<file path="src/rtl/ffd_arbiter_pkg.sv">
// Shared types and defaults for the round-robin
// arbiter that owns a single flip-flop register.
package ffd_arbiter_pkg;

  typedef enum logic {
    IDLE   = 1'b0,
    LOCKED = 1'b1
  } state_e;

  localparam int DEF_NB_REQ  = 4;
  localparam int DEF_WIDTH   = 8;
  localparam int DEF_TIMEOUT = 16;

endpackage

</file>
<file path="src/rtl/ffd_arbiter_rr_select.sv">
// Combinational round-robin picker: first set
// request at or above ptr, wrapping to index 0.
module rr_select
  import ffd_arbiter_pkg::*;
#(
  parameter int N  = DEF_NB_REQ,
  parameter int IW = 2
) (
  input  logic [N-1:0]  req,
  input  logic [IW-1:0] ptr,
  output logic [IW-1:0] idx,
  output logic          found
);

  logic [IW-1:0] j;

  // Scan from the far end so the nearest hit wins.
  always_comb begin
    idx   = '0;
    found = 1'b0;
    j     = '0;
    for (int i = N - 1; i >= 0; i--) begin
      j = IW'((int'(ptr) + i) % N);
      if (req[j]) begin
        idx   = j;
        found = 1'b1;
      end
    end
  end

endmodule

</file>
<file path="src/rtl/ffd_arbiter.sv">
// Round-robin burst arbiter: one requester at a
// time owns and writes the shared register q.
module ffd_arbiter
  import ffd_arbiter_pkg::*;
#(
  parameter int NB_REQ  = DEF_NB_REQ,
  parameter int WIDTH   = DEF_WIDTH,
  parameter int TIMEOUT = DEF_TIMEOUT,
  localparam int OW = (NB_REQ > 1) ? $clog2(NB_REQ) : 1,
  localparam int CW = (TIMEOUT > 0) ? $clog2(TIMEOUT + 1) : 1
) (
  input  logic                    aclk,
  input  logic                    srst,
  input  logic [NB_REQ-1:0]       req_valid,
  input  logic [NB_REQ-1:0]       req_last,
  input  logic [NB_REQ*WIDTH-1:0] req_data,
  output logic [NB_REQ-1:0]       req_ready,
  output logic [WIDTH-1:0]        q,
  output logic                    q_valid,
  output logic [OW-1:0]           owner,
  output logic                    busy
);

  state_e            state_q, state_d;
  logic [OW-1:0]     owner_q, owner_d;
  logic [OW-1:0]     ptr_q, ptr_d;
  logic [CW-1:0]     idle_q, idle_d;
  logic [WIDTH-1:0]  q_q, q_d;
  logic              qv_q, qv_d;
  logic [NB_REQ-1:0] rdy_q, rdy_d;

  logic [OW-1:0]     pick;
  logic              found;
  logic              own_valid;
  logic              own_last;
  logic [WIDTH-1:0]  own_data;
  logic              xfer;
  logic              expire;
  logic [OW-1:0]     ptr_nxt;

  rr_select #(
    .N  (NB_REQ),
    .IW (OW)
  ) u_sel (
    .req   (req_valid),
    .ptr   (ptr_q),
    .idx   (pick),
    .found (found)
  );

  assign own_valid = req_valid[owner_q];
  assign own_last  = req_last[owner_q];
  assign own_data  = req_data[owner_q*WIDTH +: WIDTH];
  assign xfer      = (state_q == LOCKED) && own_valid
                   && rdy_q[owner_q];
  assign expire    = (TIMEOUT > 0) && !own_valid
                   && (idle_q == CW'(TIMEOUT - 1));
  assign ptr_nxt   = (owner_q == OW'(NB_REQ - 1))
                   ? '0 : owner_q + 1'b1;

  always_comb begin
    state_d = state_q;
    owner_d = owner_q;
    ptr_d   = ptr_q;
    idle_d  = idle_q;
    q_d     = q_q;
    qv_d    = 1'b0;
    rdy_d   = rdy_q;
    unique case (state_q)
      IDLE: begin
        if (found) begin
          state_d = LOCKED;
          owner_d = pick;
          idle_d  = '0;
          rdy_d   = NB_REQ'(1) << pick;
        end
      end
      LOCKED: begin
        if (xfer) begin
          q_d    = own_data;
          qv_d   = 1'b1;
          idle_d = '0;
          if (own_last) begin
            state_d = IDLE;
            ptr_d   = ptr_nxt;
            rdy_d   = '0;
          end
        end else if (expire) begin
          state_d = IDLE;
          ptr_d   = ptr_nxt;
          idle_d  = '0;
          rdy_d   = '0;
        end else begin
          idle_d = idle_q + 1'b1;
        end
      end
      default: begin
        state_d = IDLE;
        rdy_d   = '0;
      end
    endcase
  end

  always_ff @(posedge aclk) begin
    if (srst) begin
      state_q <= IDLE;
      owner_q <= '0;
      ptr_q   <= '0;
      idle_q  <= '0;
      q_q     <= '0;
      qv_q    <= 1'b0;
      rdy_q   <= '0;
    end else begin
      state_q <= state_d;
      owner_q <= owner_d;
      ptr_q   <= ptr_d;
      idle_q  <= idle_d;
      q_q     <= q_d;
      qv_q    <= qv_d;
      rdy_q   <= rdy_d;
    end
  end

  assign req_ready = rdy_q;
  assign q         = q_q;
  assign q_valid   = qv_q;
  assign owner     = owner_q;
  assign busy      = (state_q == LOCKED);

endmodule

</file>
<file path="config.mk">
export PLATFORM = sky130hd
export DESIGN_NAME = ffd_arbiter
export DESIGN_NICKNAME = d
export VERILOG_FILES = /design/src/rtl/ffd_arbiter_pkg.sv /design/src/rtl/ffd_arbiter_rr_select.sv /design/src/rtl/ffd_arbiter.sv
export SDC_FILE = /design/constraint.sdc
export NUM_CORES = 1
export LEC_CHECK = 0
export BUFFER_PORTS_ARGS = -buffer_cell sky130_fd_sc_hd__clkbuf_2
export CORE_MARGIN = 2
export CORE_UTILIZATION = 25
export CTS_BUF_LIST = sky130_fd_sc_hd__clkbuf_16
export DETAILED_ROUTE_END_ITERATION = 8
export PLACE_DENSITY_LB_ADDON = 0.3
export RECOVER_POWER = 100
export REMOVE_ABC_BUFFERS = 1
export SETUP_SLACK_MARGIN = 0.05
export SLEW_MARGIN = 25
export SYNTH_ARGS = -nofsm -noshare
export SYNTH_HDL_FRONTEND = slang
export SYNTH_SLANG_ARGS = --single-unit
</file>
<file path="constraint.sdc">
create_clock -name aclk -period 4.56 [get_ports aclk]
set_input_delay 0.456 -clock aclk [delete_from_list [all_inputs] [get_ports aclk]]
set_output_delay 0.456 -clock aclk [all_outputs]
set_load 0.005 [all_outputs]
</file>
### Word-level counts from Yosys, hierarchy flattened

Cells that the tools add are included.

* reduce and logical (&&, ||, !) cells: 10
* bitwise logic cells: 1
* order comparisons: 5
* equality and inequality tests: 6
* muxes and demuxes: 41
* add/sub/neg operators: 5
* shift-type cells: 2

Operators with widths (number)
* 32-bit by 6-bit variable part select with 8-bit output: 1
* 1-bit 2-to-1 mux: 16
* 2-bit 2-to-1 mux: 8
* 4-bit 2-to-1 mux: 4
* 2-bit by 3-bit less-than comparator with 1-bit output (second input constant): 5
* 5-bit 2-to-1 mux: 3
* 1-bit binary-select mux with 2-bit select: 7
* 5-bit one-hot mux with 2 select lines: 1
* 4-bit one-hot mux with 2 select lines: 1
* 3-bit AND reduction: 2
* 5-bit by 1-bit adder with 5-bit output (second input constant): 1
* 5-bit by 4-bit == test with 1-bit output (second input constant): 1
* 2-bit by 1-bit adder with 2-bit output (second input constant): 2
* 2-bit adder (second input constant): 2
* 2-bit inequality test (second input constant): 2
* 2-bit AND reduction: 2
* 1-bit by 2-bit << shifter with 4-bit output (first input constant): 1
* 1-bit logical AND: 3
* 3-bit by 1-bit inequality test with 1-bit output (second input constant): 1
* 3-bit inequality test (second input constant): 1
* 2-bit == test (second input constant): 1
* 1-bit one-hot mux with 2 select lines: 1
* 2-bit nonzero test: 1
* 2-bit OR reduction: 1
* other kinds (2): 2

* input port bits: 42
* output and inout port bits: 16
* word-level logic and storage cells: 77
* register bits: 23

### Logic depth before layout (Yosys ltp)

* word-level depth: 10
* depth in mapped cells: 9
* mapped depth without buffers: 8

### By module

A second synthesis with hierarchy kept.

* cell total of the unflattened synthesis: 157
* area, all modules: 1428.9 µm²

By module, submodules not included
* ffd_arbiter: instances 1, area an instance 1351.3 µm², cells each 144, seq. area each 460.4 µm²
* rr_select: instances 1, area an instance 77.6 µm², cells each 13, seq. area each 0.0 µm²

### Worst setup path after synthesis

Ideal clock, no wire load.

* path kind: reg-to-reg
* from: reg idle_q[0]
* to: reg rdy_q[2], in the netlist req_ready[2]
* setup time: 59 ps
* arrival: 1841 ps
* stages on the path, launching flop included: 9
* clock period less this slack: 1899 ps
* setup slack: 2661 ps
* buffers on the path: 0
* required time: 4501 ps
* cell sequence: dfxtp_1 ha_1 and3_1 ha_1 nor2b_1 a2bb2oi_1 o21ai_0 a211oi_2 a22o_1

* word-level cells in the longest chain between the ends: 4

Ends and longest elaborated chain
* from (decl): line ffd_arbiter.sv:27 `logic [CW-1:0] idle_q, idle_d;`
* from (signal assigned): line ffd_arbiter.sv:117 `idle_q <= idle_d;`
* 5-bit by 4-bit == test with 1-bit output: line ffd_arbiter.sv:57 `&& (idle_q == CW'(TIMEOUT - 1));`
* 1-bit logical AND: line ffd_arbiter.sv:57
* 3-bit by 1-bit inequality test with 1-bit output (no source line)
* 3-bit AND reduction (no source line)
* to (signal assigned): line ffd_arbiter.sv:120 `rdy_q <= rdy_d;`
* to (decl): line ffd_arbiter.sv:30 `logic [NB_REQ-1:0] rdy_q, rdy_d;`

No other way between the ends.
A chain may end at the register's enable or synchronous reset.

### Worst setup path after layout

* from: reg owner_q[0], in the netlist owner[0]
* to: reg rdy_q[2], in the netlist req_ready[2]

* word-level cells in the longest chain between the ends: 6
* elaborated cells on any way between the ends: 15
* classes of those cells: eq/ne (2); mux (8); reduce/logical (5)

Ends and longest elaborated chain
* from (decl): line ffd_arbiter.sv:25 `logic [OW-1:0] owner_q, owner_d;`
* from (signal assigned): line ffd_arbiter.sv:115 `owner_q <= owner_d;`
* 1-bit binary-select mux with 2-bit select: line ffd_arbiter.sv:51 `assign own_valid = req_valid[owner_q];`
* 1-bit 2-to-1 mux (not written as such): line ffd_arbiter.sv:51
* 1-bit logical AND / 1-bit zero test (equally long branches): line ffd_arbiter.sv:54, ffd_arbiter.sv:56
* 1-bit logical AND (on tied branches): line ffd_arbiter.sv:55, ffd_arbiter.sv:57
* 3-bit by 1-bit inequality test with 1-bit output (no source line), or another cell as far along
* 3-bit AND reduction (no source line) / 4-bit one-hot mux with 2 select lines (equally long branches)

Several ways; a longest one is shown, not always the timed one. The select of a mux whose other input is x is not followed.

==> summary.md <==
| Metric | Value |
|---|---|
| Via count | `around 1,200` |
| H-tree depth | `1` |
| CTS root buf | `clkbuf_16` |
| Synth top cells by count | `23 x dfxtp_1, 15 x nor2_1, 12 x nand2_1, 10 x mux2i_1, 10 x mux4_2` |
| Slew HR | `39.3%` |
| CTS tree | `yes` |
| Routability cong. | `0.761` |
| Status | `finished clean` |
| Post-synthesis cell area | `1290 µm²` |
| Top FF cell, synth | `dfxtp_1` |
| Initial antenna violation count | `0` |
| Leak | `~0.74 nW` |
| Final Non-Filler Cells | `255` |
| Placed Cells | `between 200 and 300` |
| Pin count of the biggest net entering global routing | `23` |
| Clock tree sinks | `23` |
| Tightest Pin Transition | `0.910 ns` |
| R2r setup slk | `2.06 ns` |
| Fill cells | `around 550` |
| Max Clk Rate | `0.401 GHz` |
| Post-CTS Setup Bufs | `0` |
| Synth async-reset ratio | `0%` |
| PwrDens | `281 nW/µm²` |
| Ant. Diodes | `0` |
| Worst R2R Path Depth | `5` |
| CP Max Fanout | `16` |
| First-pass GRT wire length | `roughly 5.3 mm` |
| Max Cap Viol | `0` |
| Buffers on Ports | `between 50 and 60` |
| I/O Pins | `58` |
| Crit path DAT | `~2.7 ns` |
| Top cell type by total area after synthesis | `dfxtp_1` |
| Area Growth Syn to Fin | `30.5%` |
| Sequential share of the synthesized area | `a little over a third` |
| Worst min path class | `flop to flop` |
| Vias in the first global route | `1,173` |
| Fin. max-slew vios | `0` |
| Worst hold path cell count | `2` |
| Antenna Nets Post-Route | `0` |
| Rows | `26` |
| Top-area cell type share of the netlist area | `a little over a third` |
| Layout cells sized above 1 | `about a third` |
| Most common cell in the netlist | `dfxtp_1` |
| Hold Crit Start | `idle_q[4]$_SDFFE_PP0P_` |
| Die area | `between 5000 and 6000 µm²` |
| Hold EP | `idle_q[4]$_SDFFE_PP0P_` |
| Req. time, crit path | `4.76 ns` |
| WS Path Type | `flop to flop` |
| Cell count after synthesis | `roughly 130` |
| Endpoints failing hold | `0` |
| Synth area leaders | `dfxtp_1 36%, mux4_2 17%, mux2i_1 7.7%, nor2_1 4.4%, nand2_1 3.5%` |
| Synth Register Bits | `23` |
| Final period utilization | `54.7%` |
| Critical path endpoint category | `flop` |
| Reg2reg start | `owner[0]$_SDFFE_PP0P_` |
| Post-DR wirelength/cell | `12.5 µm` |
| Gr usage total | `11.1%` |
| Syn Area/Cell | `9.72 µm²` |
| CTS buffer count | `3` |
| Final setup TNS | `0 ns` |
| Clk_lat worst skew | `approximately 0.25 ns` |
| Remaining Overflow, GRT | `0` |
| Clock slew at reported path FFs | `0.06 ns` |
| Die Y | `75.9 µm` |
| WL final | `3.19 mm` |
| Reg2reg end | `req_ready[2]$_SDFFE_PP0P_` |
| Setup repair after global routing missed its margin | `false` |
| First-pass iteration count of the detailed router | `4` |
| Resized cells post-CTS | `0` |
| Drc violations | `0` |
| DRT iter0 DRCs | `57` |
| DP Wirelength | `2.45 mm` |
| Minimum clock period | `2.50 ns` |
| Die width | `approximately 76 µm` |
| VDD IR max | `0.000157 V` |
| CP startpoint kind | `flop` |
| Hold Buf Count CTS | `0` |
| Worst Skew | `0.00159 ns` |
| Final net count | `~230` |
| EDFF count, synth | `0` |
| Final setup fails | `0` |
| Core Area | `5040 µm²` |
| Initial Util | `25.6%` |
| Clk buf depth | `2` |
| Yosys cell types | `35` |
| Vias/cell | `4.76` |
| Synth Warn # | `0` |
| Util after Layout | `33.4%` |
[stage by stage]
step / hold slack [ns] / setup WS, ns / power [mW] / cell area (µm²)
2_1_floorplan: 0.426 / 2.38 / 0.258 / 1250
3_3_place_gp: 0.442 / 2.11 / 0.294 / 1620
3_5_place_dp: 0.444 / 2.08 / 0.295 / 1620
4_1_cts: 0.452 / 2.07 / 0.485 / 1700
5_1_grt: 0.474 / 1.76 / 0.501 / 1690
6_report: 0.452 / 2.06 / 0.474 / 1690
[sequential cells by signal, summed over array words and instances, names as in the netlist]
register and flops:
req_ready 4, owner 2, idle_q 5, busy 1
q 8, ptr_q 2, q_valid 1
[cell type report]
type                            instances  area (µm²)  share of cell area (%)
Multi-Input combinational cell         98         774                    45.9
Sequential cell                        23         460                    27.3
Timing Repair Buffer                   57         273                    16.2
Tap cell                               70        87.6                    5.19
Clock buffer                            3        75.1                    4.45
Inverter                                3        11.3                   0.668
Clock inverter                          1        5.00                   0.297
[power breakdown]
group          total, mW  switching, mW  internal, mW
Sequential         0.219         0.0114         0.208
Combinational     0.0689         0.0291        0.0398
Clock              0.186         0.0683         0.118
[metal layers]
metal	share of wire, %	GRT usage (%)	vias to the layer above
met1	47	14.1	569
met4	0.81	2.73	0
li1	-	-	591
met2	45	18.2	51
met5	0	0	-
met3	8.0	3.81	4
[worst max path at each step]
stage                                startpoint                         to  slack (ns)
after floorplan           owner[0]$_SDFFE_PP0P_  req_ready[2]$_SDFFE_PP0P_        2.38
after global placement    owner[0]$_SDFFE_PP0P_          q[5]$_SDFFE_PP0P_        2.11
after detailed placement  owner[0]$_SDFFE_PP0P_          q[2]$_SDFFE_PP0P_        2.08
after CTS                 owner[0]$_SDFFE_PP0P_  req_ready[2]$_SDFFE_PP0P_        2.07
after global routing      owner[0]$_SDFFE_PP0P_  req_ready[2]$_SDFFE_PP0P_        1.76
final                     owner[0]$_SDFFE_PP0P_  req_ready[2]$_SDFFE_PP0P_        2.06
[cell families (layout without fill, tap and decap cells)]
kind of cell    after synthesis  in the layout  synth area share, %
buf+inv                      12             64                 4.07
mux                          21             21                 26.0
simple gates                 49             49                 18.3
fa+ha+maj                     3              3                 2.90
flops                        23             23                 35.6
compound gates               25             25                 13.1
[critical path: stages, from the launching register on]
cell	delay (ns)
dfxtp_1	0.92
mux4_2	0.59
inv_1	0.09
o21ai_0	0.14
a211oi_1	0.49
a22o_1	0.21
[layout by cell type (no fill, tap or decap), types with 4 or more instances in the layout]
cell type,n
nand2_1,12
mux2i_1,10
clkbuf_1,10
nor2_1,15
mux4_2,10
dfxtp_1,23
o21ai_0,5
a21oi_1,7
nand2b_1,4
clkbuf_2,47
Note: power is estimated with default switching activity, not from simulation.
